<file path="src/rtl/controle_multiciclo.sv">
// Multicycle control unit: FSM that sequences fetch, decode and per-class
// execution steps and decodes the current state into datapath control lines.
module controle_multiciclo #(
  parameter int OPCODE_W    = 4,
  parameter int ULA_OP_W    = 4,
  parameter int NUM_ALU_OPS = 11,
  parameter logic [2**OPCODE_W-1:0] IMM_MASK = (2**OPCODE_W)'(16'h07C4),
  parameter int OP_JUMP     = 11,
  parameter int OP_BEQ      = 12,
  parameter int OP_LW       = 13,
  parameter int OP_SW       = 14,
  parameter int OP_HALT     = 15,
  parameter int ULA_ADD     = 0,
  parameter int ULA_SUB     = 1
) (
  input  logic                clk,
  input  logic                rst_n,
  input  logic [OPCODE_W-1:0] opcode,
  input  logic                mem_ready,
  output logic                EscCondCP,
  output logic                EscCP,
  output logic                EscIR,
  output logic                EscReg,
  output logic                LerMem,
  output logic                EscMem,
  output logic                IouD,
  output logic                RegDst,
  output logic                MemParaReg,
  output logic                ULA_A,
  output logic [1:0]          ULA_B,
  output logic [ULA_OP_W-1:0] ULA_OP,
  output logic [1:0]          FonteCP,
  output logic [3:0]          estado,
  output logic                instr_fim,
  output logic                erro_op,
  output logic                parado
);

  localparam logic [3:0] S_FETCH     = 4'd0;
  localparam logic [3:0] S_DECODE    = 4'd1;
  localparam logic [3:0] S_EXEC_R    = 4'd2;
  localparam logic [3:0] S_EXEC_I    = 4'd3;
  localparam logic [3:0] S_WB_ALU    = 4'd4;
  localparam logic [3:0] S_BRANCH    = 4'd5;
  localparam logic [3:0] S_JUMP      = 4'd6;
  localparam logic [3:0] S_MEM_ADDR  = 4'd7;
  localparam logic [3:0] S_MEM_READ  = 4'd8;
  localparam logic [3:0] S_MEM_WB    = 4'd9;
  localparam logic [3:0] S_MEM_WRITE = 4'd10;
  localparam logic [3:0] S_HALT      = 4'd11;

  localparam logic [OPCODE_W-1:0] OPC_JUMP = OPCODE_W'(OP_JUMP);
  localparam logic [OPCODE_W-1:0] OPC_BEQ  = OPCODE_W'(OP_BEQ);
  localparam logic [OPCODE_W-1:0] OPC_LW   = OPCODE_W'(OP_LW);
  localparam logic [OPCODE_W-1:0] OPC_SW   = OPCODE_W'(OP_SW);
  localparam logic [OPCODE_W-1:0] OPC_HALT = OPCODE_W'(OP_HALT);
  localparam logic [ULA_OP_W-1:0] UOP_ADD  = ULA_OP_W'(ULA_ADD);
  localparam logic [ULA_OP_W-1:0] UOP_SUB  = ULA_OP_W'(ULA_SUB);

  logic [3:0]          state_q, state_d;
  // Cleared by reset so every output reads 0 until the first edge after release.
  logic                active_q, active_d;
  logic [OPCODE_W-1:0] op_q, op_d;
  logic                rdst_q, rdst_d;

  logic is_alu, is_imm;

  assign is_alu = (int'(opcode) < NUM_ALU_OPS);
  assign is_imm = IMM_MASK[opcode];

  // Next-state logic; instruction class and opcode are captured in DECODE.
  always_comb begin
    state_d  = state_q;
    op_d     = op_q;
    rdst_d   = rdst_q;
    active_d = 1'b1;
    if (active_q) begin
      case (state_q)
        S_FETCH:     if (mem_ready) state_d = S_DECODE;
        S_DECODE: begin
          op_d   = opcode;
          rdst_d = ~is_imm;
          if (is_alu)                  state_d = is_imm ? S_EXEC_I : S_EXEC_R;
          else if (opcode == OPC_JUMP) state_d = S_JUMP;
          else if (opcode == OPC_BEQ)  state_d = S_BRANCH;
          else if (opcode == OPC_LW || opcode == OPC_SW) state_d = S_MEM_ADDR;
          else if (opcode == OPC_HALT) state_d = S_HALT;
          else                         state_d = S_FETCH;
        end
        S_EXEC_R, S_EXEC_I: state_d = S_WB_ALU;
        S_MEM_ADDR:  state_d = (op_q == OPC_LW) ? S_MEM_READ : S_MEM_WRITE;
        S_MEM_READ:  if (mem_ready) state_d = S_MEM_WB;
        S_MEM_WRITE: if (mem_ready) state_d = S_FETCH;
        S_HALT:      state_d = S_HALT;
        default:     state_d = S_FETCH;
      endcase
    end
  end

  // State registers with asynchronous active-low reset.
  always_ff @(posedge clk or negedge rst_n) begin
    if (!rst_n) begin
      state_q  <= S_FETCH;
      active_q <= 1'b0;
      op_q     <= '0;
      rdst_q   <= 1'b0;
    end else begin
      state_q  <= state_d;
      active_q <= active_d;
      op_q     <= op_d;
      rdst_q   <= rdst_d;
    end
  end

  // Decode current state (plus mem_ready in memory waits) into control lines.
  always_comb begin
    EscCondCP  = 1'b0;
    EscCP      = 1'b0;
    EscIR      = 1'b0;
    EscReg     = 1'b0;
    LerMem     = 1'b0;
    EscMem     = 1'b0;
    IouD       = 1'b0;
    RegDst     = 1'b0;
    MemParaReg = 1'b0;
    ULA_A      = 1'b0;
    ULA_B      = 2'b00;
    ULA_OP     = '0;
    FonteCP    = 2'b00;
    estado     = '0;
    instr_fim  = 1'b0;
    erro_op    = 1'b0;
    parado     = 1'b0;
    if (active_q) begin
      estado = state_q;
      case (state_q)
        S_FETCH: begin
          LerMem = 1'b1;
          ULA_B  = 2'b01;
          ULA_OP = UOP_ADD;
          EscIR  = mem_ready;
          EscCP  = mem_ready;
        end
        S_DECODE: begin
          ULA_B  = 2'b10;
          ULA_OP = UOP_ADD;
          if (!is_alu && opcode != OPC_JUMP && opcode != OPC_BEQ &&
              opcode != OPC_LW && opcode != OPC_SW && opcode != OPC_HALT) begin
            erro_op   = 1'b1;
            instr_fim = 1'b1;
          end
        end
        S_EXEC_R: begin
          ULA_A  = 1'b1;
          ULA_OP = ULA_OP_W'(op_q);
        end
        S_EXEC_I: begin
          ULA_A  = 1'b1;
          ULA_B  = 2'b10;
          ULA_OP = ULA_OP_W'(op_q);
        end
        S_WB_ALU: begin
          EscReg    = 1'b1;
          RegDst    = rdst_q;
          instr_fim = 1'b1;
        end
        S_JUMP: begin
          EscCP     = 1'b1;
          FonteCP   = 2'b10;
          instr_fim = 1'b1;
        end
        S_BRANCH: begin
          ULA_A     = 1'b1;
          ULA_OP    = UOP_SUB;
          EscCondCP = 1'b1;
          FonteCP   = 2'b01;
          instr_fim = 1'b1;
        end
        S_MEM_ADDR: begin
          ULA_A  = 1'b1;
          ULA_B  = 2'b10;
          ULA_OP = UOP_ADD;
        end
        S_MEM_READ: begin
          LerMem = 1'b1;
          IouD   = 1'b1;
        end
        S_MEM_WB: begin
          EscReg     = 1'b1;
          MemParaReg = 1'b1;
          instr_fim  = 1'b1;
        end
        S_MEM_WRITE: begin
          EscMem    = 1'b1;
          IouD      = 1'b1;
          instr_fim = mem_ready;
        end
        S_HALT:  parado = 1'b1;
        default: ;
      endcase
    end
  end

endmodule

</file>
<file path="config.mk">
export PLATFORM = sky130hd
export DESIGN_NAME = controle_multiciclo
export DESIGN_NICKNAME = d
export VERILOG_FILES = /design/src/rtl/controle_multiciclo.sv
export SDC_FILE = /design/constraint.sdc
export NUM_CORES = 1
export LEC_CHECK = 0
export CAP_MARGIN = 25
export CORE_MARGIN = 10
export CORE_UTILIZATION = 43
export DETAILED_ROUTE_END_ITERATION = 12
export PLACE_DENSITY = 0.86
export SLEW_MARGIN = 0
export SYNTH_ARGS = -nofsm -noshare
export SYNTH_HDL_FRONTEND = slang
export SYNTH_SLANG_ARGS = --single-unit
export TNS_END_PERCENT = 20
</file>
<file path="constraint.sdc">
create_clock -name clk -period 1.65 [get_ports clk]
set_clock_uncertainty 0.1 [all_clocks]
set_input_delay 0.33 -clock clk [delete_from_list [all_inputs] [get_ports clk]]
set_output_delay 0.33 -clock clk [all_outputs]
set_load 0.01 [all_outputs]
</file>
# ---- Word-level counts from Yosys, hierarchy flattened
# Memory sizes are Yosys's and may differ from the RTL's.
# Cells that the tools add are included.
dict set report totals {
  regBits 10
  romBits 16
  input_bits 7
  out_inout_bits 25
  elab_cells 96
  mem_count 1
}
dict set report op_classes {
  n_lt_le_gt_ge 2
  n_eq_ne 25
  muxes 46
  bitwise_logic 1
  reduce_logical 17
}
# memory words word_bits rd rd_clocked_by_memory_dff wr line
set mem_list {}
lappend mem_list {{(name not given)} 16 1 1 0 0 69} ;# assign is_imm = IMM_MASK[opcode];
# op n
set op_table {}
lappend op_table {{equality test 4 bit, second input constant} 10}
lappend op_table {{two-way mux 4 bit} 10}
lappend op_table {{case mux 4 bit (7 select lines)} 1}
lappend op_table {{two-way mux 1 bit} 27}
lappend op_table {{inequality test 4 bit, second input constant} 5}
lappend op_table {{equality test 4 x 3 -> 1 bit, second input constant} 4}
lappend op_table {{equality test 4 x 2 -> 1 bit, second input constant} 2}
lappend op_table {{case mux 2 bit (2 select lines)} 2}
lappend op_table {{case mux 4 bit (2 select lines)} 1}
lappend op_table {{OR reduction 2 bit} 4}
lappend op_table {{OR reduction 4 bit} 2}
lappend op_table {{two-way mux 2 bit} 3}
lappend op_table {{inequality test 2 bit, second input constant} 3}
lappend op_table {{logical AND 1 bit} 5}
lappend op_table {{less-than comparator 4 x 5 -> 1 bit, second input constant} 1}
lappend op_table {{equality test 4 x 1 -> 1 bit, second input constant} 1}
lappend op_table {{logical NOT 4 bit} 1}
lappend op_table {{less-than comparator 4 bit, second input constant} 1}
lappend op_table {{AND reduction 4 bit} 1}
lappend op_table {{case mux 1 bit (3 select lines)} 1}
lappend op_table {{OR reduction 3 bit} 1}
lappend op_table {{case mux 1 bit (2 select lines)} 1}
lappend op_table {{AND reduction 2 bit} 1}
lappend op_table {{logical NOT 1 bit} 1}
lappend op_table {{2 further kinds} 2}

# ---- Logic depth before layout (Yosys ltp)
dict set report depth {
  ltp_word 10
  depth_mapped 6
}

# ---- Worst setup path before layout
# OpenSTA, ideal clock, no wires.
dict set report synth_path {
  path_kind {register to output}
  from {register state_q[1]}
  to {output port EscCP}
  t_arrival_ns 1.283
  t_required_ns 1.220
  setup_slack_ns -0.063
  path_stages_with_launch 5
  path_buffers 0
  path_cell_list {dfrtp_1 nand2b_1 nor3_1 nand2_1 o21bai_1}
}
dict set report synth_between {
  elab_chain_len 3
  elab_cells_between_ends 4
}
# element line
set synth_lines {}
lappend synth_lines {{from (decl)} 60} ;# logic [3:0] state_q, state_d;
lappend synth_lines {{from (signal assigned)} 108} ;# state_q <= state_d;
lappend synth_lines {{equality test 4 x 3 -> 1 bit / logical NOT 4 bit (equally long branches)} 136} ;# case (state_q)
lappend synth_lines {{case mux 1 bit (2 select lines) (*)} 136}
lappend synth_lines {{two-way mux 1 bit (*)} 134} ;# if (active_q) begin
lappend synth_lines {{to (decl)} 21} ;# output logic EscCP,
# Every way passes the cells marked *; elsewhere a longest branch is shown, timed or not.

# ---- Final worst setup path
dict set report layout_path {
  from {register state_q[2]}
  to {output port EscCP}
}
# The elaborated chain is that of the path after synthesis.

==> impl_results.md <==
* Slew @ Worst Pin at 0.499 ns
* Synth top cells by count: nor2_1, dfrtp_1, nand2_1, a21oi_1, buf_2
* GRT Residual Overflow at 0
* Clock Sinks at 10
* GPL Wtd Cong at 0.840
* Netlist cell types at 45
* Outcome: finished with violations
* Internal power at 0.00124 W
* Htree depth at 1
* Post-synth EDFFs at 0
* Sequential area share after synthesis at 29.5%
* FF+latch count, synth at 10
* Max-cap viol count at 0
* Mapped cell area at 848 um^2
* Levels on crit path at 5
* Tcrit/Tclk final at 116%
* Fmax at ~520 MHz
* Post-route ant nets at 0
* Drt pass-1 iters at 4
* I/O pin total at 32
* Top_reg_cell synth: dfrtp_1
* Non-Filler Instances at 200
* PwrDens at ~1400 mW/mm^2
* Placed cells at 187
* Req. time, crit path at 1.22 ns
* Count leader, synth: nor2_1
* Worst Hold Class: in2async
* Gate power share at 71.4%
* # port buffers at 30
* Crit path kind: reg2out
* Final Critical Period at roughly 1.9 ns
* Final worst slack at -0.257 ns
* Area grow syn2layout at 87.9%
* Die Y-Extent at 64.4 um
* Die width at between 60 and 70 um
* Vias post-DR at roughly 1100
* Clock power frac at ~7.8%
* Worst reg2reg path depth at 6
* Post-layout instance area at between 0.0015 and 0.002 mm^2
* Vias per Instance at around 5.7
* Worst-path clk slew at 0.06 ns
* Hold Violations, Final at 0
* Syn_nets at approximately 110
* Wire length of the first global-routing pass at 5670 um
* R2R Setup Slk at -0.08 ns
* CTS max path bufs at 2
* Worst setup EP type: primary output
* WP data arrival at between 1 and 1.5 ns
* Row cnt at 16
* VDD IR max at roughly 1.1 mV
* P_leak at around 0.76 nW
* Cell count after synthesis at approximately 110
* Setup TNS at -3.24 ns
* Switch Pwr at roughly 0.00096 W
* Failing checks: negative setup slack
* Reg-to-Reg Start: state_q[0]
* Worst path top cell family by delay: flip-flops
* Wire length per cell at 18.5 um
* Core area at 0.00192 mm^2
* Clock Latency Late Sink at 0.27 ns
* RR Endpoint: state_q[2]
* DP Worst Slack at -0.424 ns
* Drt drc at 0
* Async set-reset flop share out of synthesis at 100%
* Vias in the first global route at 1189
* Post-DP HPWL at roughly 2500 um
* Die Area at approximately 0.0041 mm^2
* CTS root buf: clkbuf_4
* Dpl cell area at approximately 0.0014 mm^2
* Area share of the leading cell type in the synthesized netlist at roughly 30%
* CTS Buf Count at 3
* Register share of total power at a little over a fifth
* CTS tree: done
* RSZ-0062 raised after global routing: yes
* CP Max Fanout at 4
* Fin. max-slew vios at 0
* Drt total wl at around 3700 um
* Tot Pwr at 0.00220 W
* CTS Hold Bufs at 0
* Yosys warning count at 0
* 1st-iter DRT viols at between 40 and 50
* Worst path bufs/invs at 2
* # diodes at 0
* Area contributors post-synth: dfrtp_1, nor2_1, nand2_1
* Syn avg cell area at 7.93 um^2
* Initial antenna violation count at 0
* Setup-failing EPs final at 26
* Nets@finish at around 180
* CP cell instances: buf_6 > nor3_4 > nand2_2 > o21bai_1 > buf_2
* Tot GR Track Use at about 17%
* Synth area leader: dfrtp_1
* Worst stage delay on the critical path at around 0.46 ns
* Largest net degree at the start of global routing at 14
* Startpoint Class: flip-flop
* Relative slew slack at between 60% and 70%
* Slowest-stage cell, CP: dfrtp_2
* Starting Density at about 44%
* Fraction of layout cells with a size suffix above 1 at 61.8%
* Sw Share at a little over two fifths
==> worst reg2reg max path, cell delays in order (launching register included) <==
cell and delay, ns:
dfrtp_2 0.45, buf_6 0.15, buf_8 0.13, or3b_1 0.36, a21oi_1 0.14, o21a_2 0.16, a32o_1 0.18
==> registers in the layout, indices dropped and copies added, names as in the netlist <==
name,cells
rdst_q,1
state_q,4
active_q,1
op_q,4
==> worst max path at each step <==
stage | start | end | slack (ns)
after global placement | mem_ready | instr_fim | -0.45
final | state_q[2] | EscCP | -0.26
after CTS | state_q[2] | EscCP | -0.21
after global routing | state_q[2] | EscCP | -0.36
after floorplan | state_q[0] | EscMem | 0.05
after detailed placement | mem_ready | instr_fim | -0.42
==> repair_timing <==
| action | in CTS | in global routing |
|---|---|---|
| buffers inserted | 10 | 0 |
| endpoints found under the hold margin | 0 | 0 |
| pin swaps | 10 | 4 |
| endpoints found under the setup margin | 30 | 32 |
| gates resized for setup | 123 | 28 |
==> power groups by stage <==
stage | Sequential, W | Combinational (W) | Clock, W
floorplan | 0.000399 | 0.000628 | 0
global placement | 0.000424 | 0.00115 | 0
detailed placement | 0.000436 | 0.00119 | 0
CTS | 0.000444 | 0.00138 | 0.000172
global route | 0.000467 | 0.00167 | 0.000193
finish | 0.000459 | 0.00157 | 0.000171
==> cell families after synthesis <==
kind of cell,share of synthesized area [%]
other,0.885
xor gates and xnor gates,1.03
and+or+nand+nor,30.2
DFF,29.5
muxes,5.16
buffers and inverters,9.14
AOI/OAI and AO/OA,24.0
==> layout by cell type (no fill, tap or decap), types with 3 or more instances in the layout <==
cell type and count:
buf_6 15, dfrtp_2 3, nand2_1 6, nand2_2 4
clkdlybuf4s50_1 5, clkbuf_4 3, dfrtp_1 7, nand2b_4 4
o31ai_1 3, buf_2 18, a21oi_2 3, nor2_1 7
buf_4 31, nor2_2 3, a21oi_1 4
==> area by class of cell <==
class	instances	area [um^2]
clock buffers	3	22.5
fillers	130	328
inverters	5	23.8
multi-input cells	82	681
flip-flops and latches	10	254
well taps	27	33.8
repair buffers	73	579
==> stage by stage <==
stage / hold slack, ns / utilization, %
5_1_grt: 0.300 / 82.9
3_3_place_gp: 0.374 / 71.9
4_1_cts: 0.302 / 78.8
3_5_place_dp: 0.411 / 71.9
2_1_floorplan: -0.0656 / -
6_report: 0.291 / 82.9
==> metal layers <==
metal / global-route usage [%] / part of all wire [%]
met4: 5.88 / 1.9
met1: 17.8 / 39
met2: 30.8 / 52
met3: 4.12 / 6.2
met5: 0 / 0
No activity file was read; power rests on OpenSTA's default activity.
